[config.mk]
export PLATFORM = sky130hd
export DESIGN_NAME = jtag_driver
export DESIGN_NICKNAME = d
export VERILOG_FILES = /design/src/rtl/jtag_driver.sv
export SDC_FILE = /design/constraint.sdc
export NUM_CORES = 1
export LEC_CHECK = 0
export CORE_ASPECT_RATIO = 0.75
export CORE_MARGIN = 2
export CORE_UTILIZATION = 48
export DETAILED_ROUTE_END_ITERATION = 10
export GPL_TIMING_DRIVEN = 0
export HOLD_SLACK_MARGIN = 0.15
export PLACE_DENSITY = 0.66
export SYNTH_ARGS = -nofsm -noshare
export SYNTH_HDL_FRONTEND = slang
export SYNTH_SLANG_ARGS = --single-unit
[constraint.sdc]
create_clock -name clk_i -period 5.7 [get_ports clk_i]
set_input_delay 1.14 -clock clk_i [delete_from_list [all_inputs] [get_ports clk_i]]
set_output_delay 1.14 -clock clk_i [all_outputs]
set_load 0.02 [all_outputs]
[src/rtl/jtag_driver.sv]
`default_nettype none
// ============================================================================
// Module      : jtag_driver
// Description : Command-driven JTAG master: TAP reset, IR/DR scans up to 32
//               bits and idle clocking, with TCK derived from clk_i.
// Revision    : 1.0 - initial release
// ============================================================================
module jtag_driver #(
    parameter int unsigned ClkDiv = 2
) (
    input  logic        clk_i,
    input  logic        rst_ni,
    input  logic        cmd_valid_i,
    output logic        cmd_ready_o,
    input  logic [1:0]  cmd_op_i,
    input  logic [4:0]  cmd_len_i,
    input  logic [31:0] cmd_data_i,
    output logic        rsp_valid_o,
    output logic [31:0] rsp_data_o,
    output logic        jtag_tck_o,
    output logic        jtag_tms_o,
    output logic        jtag_tdi_o,
    output logic        jtag_trst_no,
    input  logic        jtag_tdo_i
);

    typedef enum logic [1:0] {
        ST_INIT = 2'd0,
        ST_IDLE = 2'd1,
        ST_RUN  = 2'd2,
        ST_DONE = 2'd3
    } state_e;

    localparam logic [1:0] OP_RESET = 2'b00;
    localparam logic [1:0] OP_IR    = 2'b01;
    localparam logic [1:0] OP_DR    = 2'b10;
    localparam logic [1:0] OP_IDLE  = 2'b11;
    localparam logic [7:0] DIV_LAST = 8'(ClkDiv - 1);

    state_e      state_q, state_d;
    logic [1:0]  op_q, op_d;
    logic [4:0]  len_q, len_d;
    logic [31:0] data_q, data_d;
    logic [5:0]  bit_q, bit_d;
    logic [7:0]  div_q, div_d;
    logic        tck_q, tck_d;
    logic        tms_q, tms_d;
    logic        tdi_q, tdi_d;
    logic        trst_n_q, trst_n_d;
    logic [31:0] cap_q, cap_d;
    logic        rsp_valid_q, rsp_valid_d;
    logic [31:0] rsp_data_q, rsp_data_d;
    logic [5:0]  bit_nxt;

    function automatic logic is_scan(input logic [1:0] op);
        return (op == OP_IR) || (op == OP_DR);
    endfunction

    function automatic logic [5:0] shift_start(input logic [1:0] op);
        return (op == OP_IR) ? 6'd4 : 6'd3;
    endfunction

    // Index of the final TCK bit of an op: reset 6 bits, idle N, DR N+5, IR N+6
    function automatic logic [5:0] last_bit(input logic [1:0] op, input logic [4:0] len);
        case (op)
            OP_RESET: return 6'd5;
            OP_IDLE:  return {1'b0, len};
            OP_DR:    return {1'b0, len} + 6'd5;
            default:  return {1'b0, len} + 6'd6;
        endcase
    endfunction

    function automatic logic in_shift(input logic [1:0] op, input logic [4:0] len,
                                      input logic [5:0] idx);
        return is_scan(op) && (idx >= shift_start(op))
            && (idx <= shift_start(op) + {1'b0, len});
    endfunction

    function automatic logic [4:0] shift_idx(input logic [1:0] op, input logic [5:0] idx);
        return 5'(idx - shift_start(op));
    endfunction

    // Scans: 1 at SelectDR (and SelectIR), then 1 on the last shift bit and Update
    function automatic logic tms_bit(input logic [1:0] op, input logic [4:0] len,
                                     input logic [5:0] idx);
        case (op)
            OP_RESET: return idx < 6'd5;
            OP_IDLE:  return 1'b0;
            default:  return (idx == 6'd0) || ((op == OP_IR) && (idx == 6'd1))
                          || (idx == shift_start(op) + {1'b0, len})
                          || (idx == shift_start(op) + {1'b0, len} + 6'd1);
        endcase
    endfunction

    function automatic logic tdi_bit(input logic [1:0] op, input logic [4:0] len,
                                     input logic [31:0] data, input logic [5:0] idx);
        return in_shift(op, len, idx) ? data[shift_idx(op, idx)] : 1'b0;
    endfunction

    assign bit_nxt = bit_q + 6'd1;

    always_comb begin
        state_d     = state_q;
        op_d        = op_q;
        len_d       = len_q;
        data_d      = data_q;
        bit_d       = bit_q;
        div_d       = div_q;
        tck_d       = tck_q;
        tms_d       = tms_q;
        tdi_d       = tdi_q;
        trst_n_d    = trst_n_q;
        cap_d       = cap_q;
        rsp_valid_d = 1'b0;
        rsp_data_d  = rsp_data_q;

        case (state_q)
            ST_IDLE: begin
                if (cmd_valid_i) begin
                    state_d  = ST_RUN;
                    op_d     = cmd_op_i;
                    len_d    = cmd_len_i;
                    data_d   = cmd_data_i;
                    bit_d    = 6'd0;
                    div_d    = 8'd0;
                    tck_d    = 1'b0;
                    tms_d    = tms_bit(cmd_op_i, cmd_len_i, 6'd0);
                    tdi_d    = tdi_bit(cmd_op_i, cmd_len_i, cmd_data_i, 6'd0);
                    trst_n_d = (cmd_op_i != OP_RESET);
                    cap_d    = 32'd0;
                end
            end
            ST_INIT, ST_RUN: begin
                if (div_q != DIV_LAST) begin
                    div_d = div_q + 8'd1;
                end else begin
                    div_d = 8'd0;
                    if (!tck_q) begin
                        // Rising TCK: TDO is captured on this same cycle
                        tck_d = 1'b1;
                        if (in_shift(op_q, len_q, bit_q)) begin
                            cap_d[shift_idx(op_q, bit_q)] = jtag_tdo_i;
                        end
                    end else begin
                        tck_d = 1'b0;
                        if (bit_q == last_bit(op_q, len_q)) begin
                            tms_d    = 1'b0;
                            tdi_d    = 1'b0;
                            trst_n_d = 1'b1;
                            if (state_q == ST_INIT) begin
                                state_d = ST_IDLE;
                            end else begin
                                state_d = ST_DONE;
                                if (is_scan(op_q)) begin
                                    rsp_valid_d = 1'b1;
                                    rsp_data_d  = cap_q;
                                end
                            end
                        end else begin
                            bit_d    = bit_nxt;
                            tms_d    = tms_bit(op_q, len_q, bit_nxt);
                            tdi_d    = tdi_bit(op_q, len_q, data_q, bit_nxt);
                            trst_n_d = !((op_q == OP_RESET) && (bit_nxt < 6'd5));
                        end
                    end
                end
            end
            ST_DONE: begin
                state_d = ST_IDLE;
            end
            default: begin
                state_d = ST_IDLE;
            end
        endcase
    end

    // Reset values double as the setup of TAP-reset bit 0 for the INIT sequence
    always_ff @(posedge clk_i or negedge rst_ni) begin
        if (!rst_ni) begin
            state_q     <= ST_INIT;
            op_q        <= OP_RESET;
            len_q       <= 5'd0;
            data_q      <= 32'd0;
            bit_q       <= 6'd0;
            div_q       <= 8'd0;
            tck_q       <= 1'b0;
            tms_q       <= 1'b1;
            tdi_q       <= 1'b0;
            trst_n_q    <= 1'b0;
            cap_q       <= 32'd0;
            rsp_valid_q <= 1'b0;
            rsp_data_q  <= 32'd0;
        end else begin
            state_q     <= state_d;
            op_q        <= op_d;
            len_q       <= len_d;
            data_q      <= data_d;
            bit_q       <= bit_d;
            div_q       <= div_d;
            tck_q       <= tck_d;
            tms_q       <= tms_d;
            tdi_q       <= tdi_d;
            trst_n_q    <= trst_n_d;
            cap_q       <= cap_d;
            rsp_valid_q <= rsp_valid_d;
            rsp_data_q  <= rsp_data_d;
        end
    end

    assign cmd_ready_o  = (state_q == ST_IDLE);
    assign rsp_valid_o  = rsp_valid_q;
    assign rsp_data_o   = rsp_data_q;
    assign jtag_tck_o   = tck_q;
    assign jtag_tms_o   = tms_q;
    assign jtag_tdi_o   = tdi_q;
    assign jtag_trst_no = trst_n_q;

endmodule
`default_nettype wire

==> results.toml <==
[status]
status = "finished clean"

[power_and_ir_drop]
power.leakage_nw = 3.82
power_density_nw_per_um2 = 551
vdd_drop_max_v = 0.000298
total_power_w = 0.00482

[sta]
timing.fmax_ghz = 0.219
final_hold_viol_count = 0
finalSetupTns_ns = 0
slew-limit-headroom_pct = 52.1
maxSlewViolCount = 0
period_share_pct = 80.0
worst_pin_slew_ns = 0.716
rsz0062_at_grt = "no"
final-setup-viol-count = 0
fin_skew_ns = 0.0106
post-route-min-period_ns = 4.56
fin_ws_ns = 1.14

[drt]
dr.pass1.iters = 5
viasPerCell = 5.54
routedWlPerCell_um = 17.5
postRouteAntennaNets = 0
routed_wl_um = 16600
drc = 0
initialDrtViolationCount = 348
vias = 5274

[placement]
placed_cell_area_sq_um = 8150
port_buffers = 80
dpl_worst_slack_ns = 1.19
dp_hpwl_um = 12300
gp_congestion = 0.824

[yosys]
synth.area.top_cells = "dfrtp_1 (44%), mux2_2 (7.2%), ha_1 (6.0%), mux2i_1 (4.7%), mux2_1 (4.6%)"
synthesis.instances = 639
synth_top_area_cell = "dfrtp_1"
synth_edf_count = 0
netlist.area_leader.share_pct = 43.5
synth-seq-cells = 124
synthArstFlopShare_pct = 100
seq_area_frac_synth_pct = 43.9
synth.avg_cell_area_sq_um = 11.1
ys_top_cells_by_count = "dfrtp_1 (123), nand2_1 (65), mux2_2 (45), ha_1 (34), mux2i_1 (33)"
mappedNetlistArea_sq_um = 7070
synthFlopType = "dfrtp_1"
synth.most_common_cell = "dfrtp_1"
ys_types = 63
syn-num-nets = 717
yosys_warnings = 0

[die]
fp.dieArea_sq_um = 15700
die_y_um = 109
die_w_um = 144
core_sq_um = 14400
ios = 81
start_util_pct = 49.1
rows = 38

[cells_and_area]
diodes = 0
syn2layout_area_growth_pct = 23.8
drive_above_1_share_pct = 15.8
final_nets = 817
design_area_sq_um = 8750

[cts]
path_clk_slew_ns = 0.06
numClockSinks = 124
cts_setup_buffers = 0
clock-root-buffer = "clkbuf_16"
cts_made_buffers = 17
ctsResizeCount = 0
clkLatencyLatePin_ns = 0.42
cts_buffer_depth = 2
cts_hold_buf = 0
ctsHtreeMaxLevel = 4
cts_tree = "yes"

[global_route]
grt-ovfl-total = 0
first_global_vias = 5515
antenna_found_initial = 0
grt_max_degree = 103
grt_first_pass_wirelength_um = 27700
grtUsageTotal_pct = 23.0

[hold_path]
hold_class = "reg2reg"

[worst_setup_path]
crit_slowest_cell = "xnor2_1"
worstPathCellList = "inv_1 -> ha_1 -> buf_2 -> inv_1 -> ha_1 -> inv_1 -> fa_1 -> xnor2_1 -> ha_1 -> o21ai_0 -> nand2b_1 -> maj3_2 -> a211oi_2 -> nor4b_4 -> buf_6 -> nor3_1 -> mux2i_1"
crit_type = "reg2reg"
start_kind = "flop"
critPathMaxStageDelay_ns = 0.47
end_kind = "flop"
critical_path_required_ns = 6.04
crit_buf_inv = 5
path_delay_family = "adder cells"
cp.arrival_ns = 4.90
path_max_fanout = 10

[run]
drv_cap = 0
## logic make-up (layout without fill, tap and decap cells)
family          count (synthesis)  after routing  synth area share (%)
simple gates                  182            182                  13.3
flops                         124            124                  43.9
mux                           115            115                  19.0
compound gates                 88             88                  8.50
buf+inv                        55            168                  3.79
xor+xnor                       39             39                  5.04
fa+ha+maj                      36             36                  6.46
## per-layer routing
metal,up-vias,share of wire [%],track usage [%]
met5,-,0,0
met4,0,1.1,6.87
met3,16,5.5,6.24
met2,151,46,36.8
met1,2622,47,31.0
li1,2485,-,-
## layout make-up
class | instances | area (sq um)
fill | 1154 | 5650
tap | 200 | 250
clock buffer | 20 | 467
multi-input combinational | 460 | 3700
clock inverter | 12 | 138
timing repair buffer | 81 | 830
buffer | 34 | 189
inverter | 21 | 78.8
sequential | 124 | 3100
## state kept, by name, indices dropped and copies added (netlist names)
signal and cells:
div_q 8, rsp_valid_o 1, data_q 32, jtag_tms_o 1, rsp_data_o 32, jtag_tdi_o 1
op_q 2, bit_q 6, state_q 2, len_q 5, jtag_tck_o 1, cap_q 32
jtag_trst_no 1
## placed cells by master, fill, tap and decap left out, types with 4 or more instances in the layout
cell type / Yosys / final
buf_2: 10 / 10
xnor2_1: 26 / 26
nand3_1: 15 / 15
nor2_1: 26 / 26
o311ai_1: 4 / 4
ha_1: 34 / 34
nand3b_1: 4 / 4
nand2_1: 65 / 65
a21oi_1: 13 / 13
nor3b_1: 9 / 9
mux2_2: 45 / 45
clkbuf_1: 16 / 16
and3_1: 6 / 6
nor3_1: 24 / 24
nor2b_1: 5 / 5
clkdlybuf4s50_1: 0 / 79
buf_6: 6 / 7
mux4_2: 8 / 8
o41ai_1: 8 / 8
clkinv_4: 0 / 4
inv_1: 21 / 21
xor2_1: 11 / 11
mux2i_1: 33 / 33
o21ai_0: 24 / 24
dfrtp_1: 123 / 123
nand2b_1: 10 / 10
o31ai_1: 4 / 4
clkbuf_16: 0 / 17
nor4_1: 4 / 4
mux2_1: 29 / 29
a21o_1: 7 / 7
## through the flow
stage	hold slack (ns)	util, %	std cells
finish	0.483	60.8	952
global route	0.506	60.8	952
CTS	0.489	60.8	952
detailed placement	0.476	56.6	920
global placement	0.467	56.4	919
floorplan	0.464	-	639
## report_power, final
part	leakage [nW]	internal [W]	switching, W
combinational	1.90	0.00112	0.00141
sequential	1.63	0.00107	0.000132
clock	0.293	0.000681	0.000412
## final timing paths
| path | from | endpoint | slack [ns] | cells past startpoint |
|---|---|---|---|---|
| max | op_q[1] | cap_q[14] | 1.14 | 17 |
| min | rsp_data_o[26] | rsp_data_o[26] | 0.48 | 1 |
| max reg2reg | op_q[1] | cap_q[14] | 1.14 | 17 |
| min reg2reg | rsp_data_o[26] | rsp_data_o[26] | 0.48 | 1 |
| max in group asynchronous | rst_ni | rsp_data_o[6] | 4.36 | 2 |
| min in group asynchronous | rst_ni | data_q[25] | 0.56 | 1 |
No activity file was read; power rests on OpenSTA's default activity.
